==> config.mk <==
export PLATFORM = sky130hd
export DESIGN_NAME = accel_bcd_converter
export DESIGN_NICKNAME = d
export VERILOG_FILES = /design/src/rtl/accel_pkg.sv /design/src/rtl/accel_bcd_converter_dabble.sv /design/src/rtl/accel_bcd_converter.sv
export SDC_FILE = /design/constraint.sdc
export NUM_CORES = 1
export LEC_CHECK = 0
export ABC_CLOCK_PERIOD_IN_PS = 5400
export BUFFER_PORTS_ARGS = -buffer_cell sky130_fd_sc_hd__buf_2
export CAP_MARGIN = 20
export CORE_MARGIN = 3
export CORE_UTILIZATION = 55
export DETAILED_ROUTE_END_ITERATION = 12
export GPL_TIMING_DRIVEN = 0
export HOLD_SLACK_MARGIN = 0.15
export PLACE_DENSITY = 0.77
export SLEW_MARGIN = 10
export SYNTH_ARGS = -nofsm -noshare
export SYNTH_HDL_FRONTEND = slang
export SYNTH_HIERARCHICAL = 1
export SYNTH_SLANG_ARGS = --single-unit
==> constraint.sdc <==
create_clock -name clk -period 5.4 [get_ports clk]
set_input_delay 1.08 -clock clk [delete_from_list [all_inputs] [get_ports clk]]
set_output_delay 1.08 -clock clk [all_outputs]
set_load 0.03 [all_outputs]
==> src/rtl/accel_pkg.sv <==
// Shared types and constants for the accelerometer BCD converter.
// Provides the FSM state enum, widths and a power-of-ten helper.
package accel_pkg;

  typedef enum logic [1:0] {
    IDLE,
    LOAD,
    SHIFT,
    DONE
  } conv_state_t;

  localparam int SAMPLE_W = 16;
  localparam int DIGIT_W  = 4;

  function automatic int pow10(input int n);
    int r;
    r = 1;
    for (int i = 0; i < n; i++) begin
      r = r * 10;
    end
    return r;
  endfunction

endpackage

==> src/rtl/accel_bcd_converter_dabble.sv <==
// One double-dabble step: add-3 correction on every BCD digit >= 5,
// then shift {bcd, sh} left by one. Ports: bcd/sh in, bcd_nxt/sh_nxt out.
module bcd_dabble_step
  import accel_pkg::*;
#(
  parameter int NUM_DIGITS = 4,
  parameter int SH_W       = 13
) (
  input  logic [NUM_DIGITS*DIGIT_W-1:0] bcd,
  input  logic [SH_W-1:0]               sh,
  output logic [NUM_DIGITS*DIGIT_W-1:0] bcd_nxt,
  output logic [SH_W-1:0]               sh_nxt
);

  localparam int BCD_W = NUM_DIGITS * DIGIT_W;

  logic [BCD_W-1:0] bcd_c;

  always_comb begin
    bcd_c = bcd;
    for (int i = 0; i < NUM_DIGITS; i++) begin
      if (bcd[i*DIGIT_W +: DIGIT_W] >= 4'd5) begin
        bcd_c[i*DIGIT_W +: DIGIT_W] =
          bcd[i*DIGIT_W +: DIGIT_W] + 4'd3;
      end
    end
    {bcd_nxt, sh_nxt} = {bcd_c[BCD_W-2:0], sh, 1'b0};
  end

endmodule

==> src/rtl/accel_bcd_converter.sv <==
// Signed left-justified accel sample -> sign + mg magnitude in packed BCD.
// Ports: in_valid/in_ready/in_data, out_valid/out_ready/out_sign/out_digits/out_ovf.
module accel_bcd_converter
  import accel_pkg::*;
#(
  parameter int DATA_BITS  = 10,
  parameter int SCALE_MG   = 4,
  parameter int NUM_DIGITS = 4
) (
  input  logic                          clk,
  input  logic                          rst_n,
  input  logic                          in_valid,
  output logic                          in_ready,
  input  logic [SAMPLE_W-1:0]           in_data,
  output logic                          out_valid,
  input  logic                          out_ready,
  output logic                          out_sign,
  output logic [NUM_DIGITS*DIGIT_W-1:0] out_digits,
  output logic                          out_ovf
);

  localparam int PROD_W = DATA_BITS + $clog2(SCALE_MG) + 1;
  localparam int BCD_W  = NUM_DIGITS * DIGIT_W;
  localparam int CNT_W  = $clog2(PROD_W + 1);
  localparam int MAXV   = pow10(NUM_DIGITS) - 1;
  localparam logic [31:0] MAXV_U = 32'(MAXV);

  conv_state_t state, state_n;

  logic [DATA_BITS-1:0] samp;
  logic [PROD_W-1:0]    shreg;
  logic [BCD_W-1:0]     bcd;
  logic [CNT_W-1:0]     cnt;
  logic                 neg_r;
  logic                 nz_r;
  logic                 ovf_r;

  logic [DATA_BITS:0]   sx;
  logic [DATA_BITS:0]   mag;
  logic [PROD_W-1:0]    prod_raw;
  logic [PROD_W-1:0]    prod_sat;
  logic                 too_big;
  logic                 last;
  logic [BCD_W-1:0]     bcd_nxt;
  logic [PROD_W-1:0]    sh_nxt;

  assign in_ready = (state == IDLE);

  bcd_dabble_step #(
    .NUM_DIGITS (NUM_DIGITS),
    .SH_W       (PROD_W)
  ) u_step (
    .bcd     (bcd),
    .sh      (shreg),
    .bcd_nxt (bcd_nxt),
    .sh_nxt  (sh_nxt)
  );

  // One extra bit so the most negative code negates to a positive value.
  always_comb begin
    sx       = {samp[DATA_BITS-1], samp};
    mag      = samp[DATA_BITS-1] ? (~sx + (DATA_BITS+1)'(1)) : sx;
    prod_raw = PROD_W'(mag) * PROD_W'(SCALE_MG);
    too_big  = 32'(prod_raw) > MAXV_U;
    prod_sat = too_big ? PROD_W'(MAXV) : prod_raw;
    last     = (cnt == CNT_W'(PROD_W - 1));
  end

  always_comb begin
    state_n = state;
    unique case (state)
      IDLE:  if (in_valid) state_n = LOAD;
      LOAD:  state_n = SHIFT;
      SHIFT: if (last) state_n = DONE;
      DONE:  if (out_ready) state_n = IDLE;
      default: state_n = IDLE;
    endcase
  end

  always_ff @(posedge clk or negedge rst_n) begin
    if (!rst_n) begin
      state      <= IDLE;
      samp       <= '0;
      shreg      <= '0;
      bcd        <= '0;
      cnt        <= '0;
      neg_r      <= 1'b0;
      nz_r       <= 1'b0;
      ovf_r      <= 1'b0;
      out_valid  <= 1'b0;
      out_sign   <= 1'b0;
      out_digits <= '0;
      out_ovf    <= 1'b0;
    end else begin
      state <= state_n;
      unique case (state)
        IDLE: begin
          if (in_valid) begin
            samp <= in_data[SAMPLE_W-1 -: DATA_BITS];
          end
        end
        LOAD: begin
          neg_r <= samp[DATA_BITS-1];
          nz_r  <= (prod_sat != '0);
          ovf_r <= too_big;
          shreg <= prod_sat;
          bcd   <= '0;
          cnt   <= '0;
        end
        SHIFT: begin
          bcd   <= bcd_nxt;
          shreg <= sh_nxt;
          cnt   <= cnt + CNT_W'(1);
          if (last) begin
            out_digits <= bcd_nxt;
            out_sign   <= neg_r && nz_r;
            out_ovf    <= ovf_r;
            out_valid  <= 1'b1;
          end
        end
        DONE: begin
          if (out_ready) begin
            out_valid <= 1'b0;
          end
        end
        default: ;
      endcase
    end
  end

endmodule

# [Word-level counts from Yosys, hierarchy flattened]
# Cells that the tools add are included.
[word_totals] out_inout_bits=20 wordCells=52 in_bits=20 regBits=65
[op_classes] reduce_logical=9 bitwise=1 n_addsub=6 magnitude_cmp=4 eq_ne=7 n_mux=15
[op_table] cell="16-bit one-hot mux with 2 select lines" count=1
[op_table] cell="13-bit one-hot mux with 2 select lines" count=1
[op_table] cell="4-bit by 3-bit greater-or-equal comparator with 1-bit output (second input constant)" count=4
[op_table] cell="13-bit nonzero test" count=1
[op_table] cell="4-bit by 2-bit adder with 4-bit output (second input constant)" count=3
[op_table] cell="4-bit 2-to-1 mux" count=3
[op_table] cell="11-bit by 1-bit adder with 11-bit output (second input constant)" count=1
[op_table] cell="11-bit 2-to-1 mux" count=1
[op_table] cell="11-bit inverter" count=1
[op_table] cell="2-bit one-hot mux with 4 select lines" count=1
[op_table] cell="4-bit one-hot mux with 2 select lines" count=1
[op_table] cell="2-bit 2-to-1 mux" count=3
[op_table] cell="2-bit != test (second input constant)" count=3
[op_table] cell="3-bit AND reduction" count=2
[op_table] cell="4-bit by 1-bit adder with 4-bit output (second input constant)" count=1
[op_table] cell="2-bit == test (second input constant)" count=2
[op_table] cell="4-bit == test (second input constant)" count=1
[op_table] cell="2-bit AND reduction" count=2
[op_table] cell="2-bit nonzero test" count=2
[op_table] cell="3-bit by 2-bit adder with 3-bit output (second input constant)" count=1
[op_table] cell="3-bit 2-to-1 mux" count=1
[op_table] cell="2-bit by 1-bit == test with 1-bit output (second input constant)" count=1
[op_table] cell="2-bit zero test" count=1
[op_table] cell="1-bit 2-to-1 mux" count=2
[op_table] cell="2 further kinds" count=2

# [Logic depth before layout (Yosys ltp)]
# Gate-level depths: netlist (run 1).
[logic_depth] word_depth=4 ltp_mapped=7 depth_no_buf=7

# [Modules after synthesis]
# The synthesis (run 1) kept the hierarchy.
[modules_own_cells] mod="accel_bcd_converter" seq_area_each_um2=1626.6 area_each_um2=3029.2 cells_per_inst=283 instances=1
[modules_own_cells] mod="bcd_dabble_step" seq_area_each_um2=0.0 area_each_um2=494.2 cells_per_inst=75 instances=1

# [Worst setup path before layout (run 1)]
# OpenSTA, ideal clock, no wires.
[synth_timing] path_kind="register -> output" from="register state[0]" to="output port in_ready" n_path_buf=0 required_ns=4.320 setup_slack_ns=3.488 arrival_ns=0.832 path_stages_with_launch=3 path_cell_list="dfrtp_1 -> inv_1 -> ha_1"
[synth_via] elab_chain_len=1
[synth_lines] item="start: declaration" line_no="accel_bcd_converter.sv:28" source="conv_state_t state, state_n;"
[synth_lines] item="start signal: assignment" line_no="accel_bcd_converter.sv:95" source="state <= state_n;"
[synth_lines] item="2-bit zero test" line_no="accel_bcd_converter.sv:47" source="assign in_ready = (state == IDLE);"
[synth_lines] item="end: declaration" line_no="accel_bcd_converter.sv:13" source="output logic in_ready,"
# Every way passes these cells.

# [Worst setup path after layout (run 1)]
# Ends and elaborated chain as after synthesis.

==> results of run 1 <==
## kinds of logic (layout without fill, tap and decap cells)
logic type | after synthesis | in the layout
and+or+nand+nor | 93 | 93
adders and majority gates | 15 | 15
xor gates and xnor gates | 6 | 6
DFF | 65 | 65
buffers and inverters | 74 | 120
AOI/OAI and AO/OA | 68 | 68
other | 2 | 2
muxes | 35 | 35
## sequential cells by signal (all words and copies together) (netlist names)
signal and flops:
bcd 16, state 2, samp 10, nz_r 1
shreg 13, out_valid 1, neg_r 1, cnt 4
out_sign 1, out_digits 16
## power breakdown
part	switching (mW)	total, mW	internal (mW)
Sequential	0.0962	0.696	0.600
Combinational	0.482	0.837	0.354
Clock	0.164	0.335	0.171
## worst min-delay path, cell delays in order (launching register included)
cell and delay [ns]:
sky130_fd_sc_hd__dfrtp_1 0.34, sky130_fd_sc_hd__nand2_1 0.04, sky130_fd_sc_hd__o21ai_0 0.06
## cells in the final DEF, fill, tap and decap left out, drive strengths merged, types with 3 or more instances in the layout
cell / n
nand3: 24
xnor2: 6
clkbuf: 23
buf: 51
nor2b: 5
nor3: 4
nor4: 3
nor2: 9
and2b: 4
a21oi: 6
ha: 15
dfrtp: 65
mux2: 29
nand2b: 12
inv: 45
o22ai: 4
mux2i: 6
nand2: 26
o21ai: 40
## layer usage
| metal | GRT usage, % | routed length [um] |
|---|---|---|
| met2 | 35.5 | 3360 |
| met3 | 4.23 | 279 |
| met4 | 10.1 | 124 |
| met1 | 25.1 | 3060 |
| met5 | 0 | 0 |
## final timing paths
| path | cells past startpoint | slack [ns] | endpoint | startpoint |
|---|---|---|---|---|
| min in group asynchronous | 1 | 0.69 | bcd[2]$_DFFE_PN0P_ | rst_n |
| min reg2reg | 2 | 0.49 | out_sign$_DFFE_PN0P_ | out_sign$_DFFE_PN0P_ |
| min | 2 | 0.49 | out_sign$_DFFE_PN0P_ | out_sign$_DFFE_PN0P_ |
| max | 3 | 3.02 | in_ready | state[0]$_DFFE_PN0P_ |
| max reg2reg | 6 | 3.26 | out_digits[9]$_DFFE_PN0P_ | state[0]$_DFFE_PN0P_ |
| max in group asynchronous | 2 | 4.19 | bcd[13]$_DFFE_PN0P_ | rst_n |
## metrics by stage
step	util (%)	setup WS, ns	hold slack, ns	cell area (um2)	instances
2_1_floorplan	-	3.49	0.481	3520	358
3_3_place_gp	62.3	2.98	0.458	3780	465
3_5_place_dp	62.7	3.25	0.487	3800	466
4_1_cts	65.2	3.01	0.502	3950	479
5_1_grt	65.2	2.95	0.508	3950	479
6_report	65.2	3.02	0.487	3950	479
## final cells by class
cell class                 count  area (um2)  area share, %
buffer                        29         174           4.40
tap                           75        93.8           2.38
multi-input combinational    219        1550           39.3
inverter                      45         169           4.28
clock inverter                 1        5.00          0.127
timing repair buffer          33         183           4.62
sequential                    65        1630           41.2
clock buffer                  12         145           3.67
==> impl_results.md, run 1 <==
* Number of buffers and inverters on the critical path at 2
* Routability congestion estimate from global placement at 0.820
* Clock latency on the worst-skew pair at 0.33 ns
* Post-CTS sizing at 0
* Cell types occupying the most area after synthesis: sky130_fd_sc_hd__dfrtp_1, sky130_fd_sc_hd__mux2_2, sky130_fd_sc_hd__ha_1
* Clock skew at 0.00674 ns
* Initial antenna violation count at 0
* Xor-xnor portion of the synthesized cell area at roughly 1.5%
* Count of different cell masters after synthesis at between 40 and 50
* Unrepaired setup endpoints after global routing: false
* First-pass GRT wire length at around 12,000 um
* Worst setup EP type: primary output
* Post-synthesis share of cell area spent on and, or, nand and nor gates at around 14%
* Area growth syn-to-layout at 12.1%
* CTS Root Buffer Type: sky130_fd_sc_hd__clkbuf_8
* # clock sinks at 65
* Highest attainable clock frequency at approximately 0.42 GHz
* HP Class: flip-flop to flip-flop
* Highest ir drop seen on vdd at 301 uV
* Number of flops mapped to enable cells by yosys at 0
* Clock period minus final worst setup slack at 2.38 ns
* Cell with the most instances after synthesis: sky130_fd_sc_hd__dfrtp_1
* GRT overflow at 0
* Cell area after synthesis at ~3500 um2
* Cell count after synthesis at around 360
* Synth async-reset ratio at 100%
* Warnings, synthesis at 6
* Tcrit/Tclk final at between 40 and 50%
* Nets in the synthesized netlist at ~400
* Largest family of logic cells by synthesized area: simple AND/OR/NAND/NOR gates
* Floorplan die width at approximately 86 um
* Required time of the critical path at 4.32 ns
* Largest area contributor in the synthesized netlist: sky130_fd_sc_hd__dfrtp_1
* Clock transition at the registers of the reported paths at about 0.07 ns
* Post-synthesis mux area share at a little over a tenth
* Largest fanout on the critical path at 4
* Area fraction in compound gates after synthesis at between 10% and 20%
* Cell-by-cell listing of the critical path: inv_1, ha_1, buf_2
* Power per unit of standard cell area at between 400 and 500 nW/um2
* Number of register bits inferred by synthesis at 65
* Overall power of the completed layout at around 1.9 mW
* Number of remaining DRC errors at 0
* Type of origin of the critical path: flip-flop
* Pins over their slew limit at 0
* Family with the most delay on the worst path: flip-flops
* Vias in the first global route at 2,764
* Final setup viols at 0
* TritonCTS Buffers at 9
* Vias after detailed routing at about 2,600
* Largest net degree at the start of global routing at 35
* Initial Utilization at about three fifths
* Slowest stage delay, CP at ~0.41 ns
* Mean area per synthesized cell at between 9 and 10 um2
* Status: complete, no violations
* Final total negative setup slack at 0 ns
* Count of fill cells added during filler insertion at between 500 and 600
* All-layer global routing usage at between 20% and 30%
* Placement Rows at 28
* Count of final hold-check violations at 0
* Antenna Violating Nets Remaining at 0
* Detailed placement HPWL at 4930 um
* Most frequently used flop master after synthesis: sky130_fd_sc_hd__dfrtp_1
* DR vias/cell at ~5.5
* Worst slew pin tran at approximately 0.55 ns
* Quantity of hold-fixing buffers added after cts at 0
* Normalized max-slew margin at ~63%
* Fraction of layout cells with a size suffix above 1 at between 20% and 30%
* Ports at 40
* CTS tree: done
* Arrival time of data at the critical path endpoint at between 1 and 1.5 ns
* Die Span Y at between 80 and 90 um
* Nets at roughly 440
* Adder-cell share of the synthesized area at under 10%
* Total routed wirelength at approximately 6800 um
* Ant. Diodes at 0
* Cell types with the highest counts after synthesis: sky130_fd_sc_hd__dfrtp_1, sky130_fd_sc_hd__inv_1, sky130_fd_sc_hd__o21ai_0
* Top-area cell type share of the netlist area at a little under half
* Maximum level of the CTS H-tree at 3
* Leakage power at 1.89 nW
* I/O Buffers at 32
* Number of DRC markers after the initial detailed-route iteration at 83
* Number of detailed-routing iterations run before antenna repair at 4
* Per-cell routed wire length at 14.3 um
* Seq/Total Area, Yosys at between 40 and 50%
* Post-CTS setup buffers at 0
* Max clock buf depth at 2
* Total of max-cap violations at 0
* Worst-path cell with the longest stage delay: sky130_fd_sc_hd__dfrtp_1
* Critical path type: flip-flop to primary output
* Die area at between 7000 and 8000 um2
* Std-Cell Core Area at 6060 um2
No activity file was read; power rests on OpenSTA's default activity.
==> inputs of run 2 (changes only) <==
Settings changed: ABC_CLOCK_PERIOD_IN_PS 5400 to 2100, CORE_UTILIZATION 55 to 53.
Clock period 5.4 ns to 2.1 ns, I/O delays scaled along.
==> run 2 against run 1 <==
  * Critical path type is now flip-flop to flip-flop
  * Clock skew increased by 0.0031 ns
  * Total power increased to 2.7 times the previous value
  * Worst setup slack got worse by 2.9 ns
==> impl_results.md, run 2 (synthesis results as in run 1) <==
* Status: complete, no violations
* Area growth syn-to-layout at 14.0%
* Max clock buf depth at 2 (unchanged)
* Total of max-cap violations at 0 (unchanged)
* Vias in the first global route at 2,686 (-2.8%)
* Final total negative setup slack at 0 ns (unchanged)
* Quantity of hold-fixing buffers added after cts at 0 (unchanged)
* Number of detailed-routing iterations run before antenna repair at 5 (+1)
* Clock period minus final worst setup slack at approximately 2 ns
* Placement Rows at 29 (+3.6%)
* Clock transition at the registers of the reported paths at 0.07 ns (about the same)
* Required time of the critical path at 2.31 ns (-2.01 ns)
* Count of final hold-check violations at 0 (unchanged)
* Overall power of the completed layout at 5.13 mW (+170%)
* Start of the worst register-to-register path: samp[0]$_DFFE_PN0P_
* Critical path type: flip-flop to flip-flop
* Critical R2R Capture: nz_r$_DFFE_PN0N_
* Total cell area at the placement stage at 3780 um2 (-0.46%)
* Routability congestion estimate from global placement at 0.778 (-5.2%)
* DR vias/cell at 5.32 (-2.6%)
* PnR worst setup slack at 0.132 ns (-2.89 ns)
* Largest net degree at the start of global routing at 66 (+89%)
* Detailed placement HPWL at 4950 um (+0.50%)
* Commonest non-fill, non-tap cell in the layout: sky130_fd_sc_hd__dfrtp_1
* Number of DRC markers after the initial detailed-route iteration at 158 (+90%)
* Largest fanout on the critical path at 5 (+1)
* Leading cell types in the layout, fill and taps excluded: sky130_fd_sc_hd__dfrtp_1, sky130_fd_sc_hd__inv_1, sky130_fd_sc_hd__o21ai_0
* Worst slew pin tran at 0.804 ns (+0.252 ns)
* I/O Buffers at 32 (unchanged)
* Highest ir drop seen on vdd at 971 uV (+220%)
* CTS Root Buffer Type: sky130_fd_sc_hd__clkbuf_8
* Power per unit of standard cell area at 1280 nW/um2 (+170%)
* Clock skew at 0.00985 ns (+0.00311 ns)
* Worst setup EP type: flip-flop
* Pins over their slew limit at 0 (unchanged)
* Die area at 7660 um2 (+3.5%)
* Clock latency on the worst-skew pair at 0.34 ns (about the same)
* Total routed wirelength at 6900 um (+1.1%)
* # clock sinks at 65 (unchanged)
* First-pass GRT wire length at 12,000 um (-1.1%)
* Vias after detailed routing at 2,563 (-2.0%)
* Logic depth of the worst register-to-register path at 6 (unchanged)
* HP Class: input port to async pin
* Fraction of layout cells with a size suffix above 1 at 27.4% (+1.9 points)
* Type of origin of the critical path: flip-flop
* Maximum level of the CTS H-tree at 3 (unchanged)
* Worst-path cell with the longest stage delay: sky130_fd_sc_hd__dfrtp_1
* GRT overflow at 0 (unchanged)
* Leakage power at 1.94 nW (+2.6%)
* Setup slack of the worst register-to-register path at 0.13 ns (-3.13 ns)
* Ports at 40 (unchanged)
* Highest attainable clock frequency at approximately 0.5 GHz
* Per-cell routed wire length at 14.3 um (+0.50%)
* Ant. Diodes at 0 (unchanged)
* Initial antenna violation count at 0 (unchanged)
* Final setup viols at 0 (unchanged)
* Antenna Violating Nets Remaining at 0 (unchanged)
* Worst slack at placement at 0.0161 ns (-3.23 ns)
* Tcrit/Tclk final at between 90% and 100%
* Post-CTS sizing at 1 (+1)
* Std-Cell Core Area at 6390 um2 (+5.4%)
* Floorplan die width at 87.5 um (+1.7%)
* Initial Utilization at 55.2% (-3.0 points)
* Normalized max-slew margin at 46.4% (-16 points)
* Cell-by-cell listing of the critical path: inv_1, ha_1, or3b_4, o311a_1, nor4_2, a41oi_1
* Number of remaining DRC errors at 0 (unchanged)
* Smallest hold slack at 0.164 ns (-0.324 ns)
* Nets at 436 (-0.23%)
* TritonCTS Buffers at 9 (unchanged)
* CTS tree: done
* Slowest stage delay, CP at 0.43 ns (+0.02 ns)
* Largest registers: bcd (16), out_digits (16), shreg (13)
* All-layer global routing usage at 20.2% (-0.68 points)
* Post-CTS setup buffers at 0 (unchanged)
* Area of all placed cells without fillers at 4020 um2 (+1.7%)
* Arrival time of data at the critical path endpoint at 2.18 ns (+0.88 ns)
* Die Span Y at 87.5 um (+1.7%)
-- run 2: cell count changes in the layout (fill, tap and decap cells not counted), sizes merged --
cell,delta
bufinv,+1
buf,-1
clkbuf,+1
-- run 2: power by group --
| group | switching [mW] | total (mW) | internal, mW |
|---|---|---|---|
| registers | 0.251 | 1.79 | 1.54 |
| clock network | 0.466 | 1.14 | 0.670 |
| logic | 1.27 | 2.20 | 0.929 |
| total | 1.99 | 5.13 | 3.14 |
-- run 2: metal layers --
metal / part of all wire, % / vias up / global-route usage [%]
li1: - / 1290 / -
met1: 45 / 1224 / 24.2
met2: 50 / 43 / 34.5
met3: 3.5 / 6 / 5.27
met4: 1.1 / 0 / 8.23
met5: 0 / - / 0
-- run 2: layout make-up --
cell class | instances | area [um2]
Inverter | 45 | 169
Timing Repair Buffer | 32 | 163
Fill cell | 532 | 2370
Clock inverter | 2 | 35.0
Buffer | 29 | 179
Multi-Input combinational cell | 219 | 1570
Sequential cell | 65 | 1630
Clock buffer | 13 | 179
Tap cell | 77 | 96.3
-- run 2: through the flow --
step	cells	util, %
after global placement	467	59.2
after floorplan	358	-
final	482	62.9
after CTS	482	62.6
after global routing	482	62.9
after detailed placement	467	59.2
-- run 2: worst max-delay path by stage --
stage	start	slack [ns]	end	cells after the start
6_report	samp[0]$_DFFE_PN0P_	0.13	nz_r$_DFFE_PN0N_	6
5_1_grt	state[0]$_DFFE_PN0P_	-0.005	out_digits[4]$_DFFE_PN0P_	6
4_1_cts	state[0]$_DFFE_PN0P_	0.004	out_digits[4]$_DFFE_PN0P_	6
3_5_place_dp	state[0]$_DFFE_PN0P_	0.02	out_digits[7]$_DFFE_PN0P_	6
3_3_place_gp	state[0]$_DFFE_PN0P_	0.04	out_digits[9]$_DFFE_PN0P_	6
2_1_floorplan	samp[0]$_DFFE_PN0P_	0.30	nz_r$_DFFE_PN0N_	6
-- run 2: worst max-delay path: cells and delay by family (launching register included) --
kind / cells / cell delay, ns
buffers and inverters: 1 / 0.10
AOI/OAI and AO/OA: 2 / 0.47
DFF: 1 / 0.43
and+or+nand+nor: 2 / 0.65
adders and majority gates: 1 / 0.18
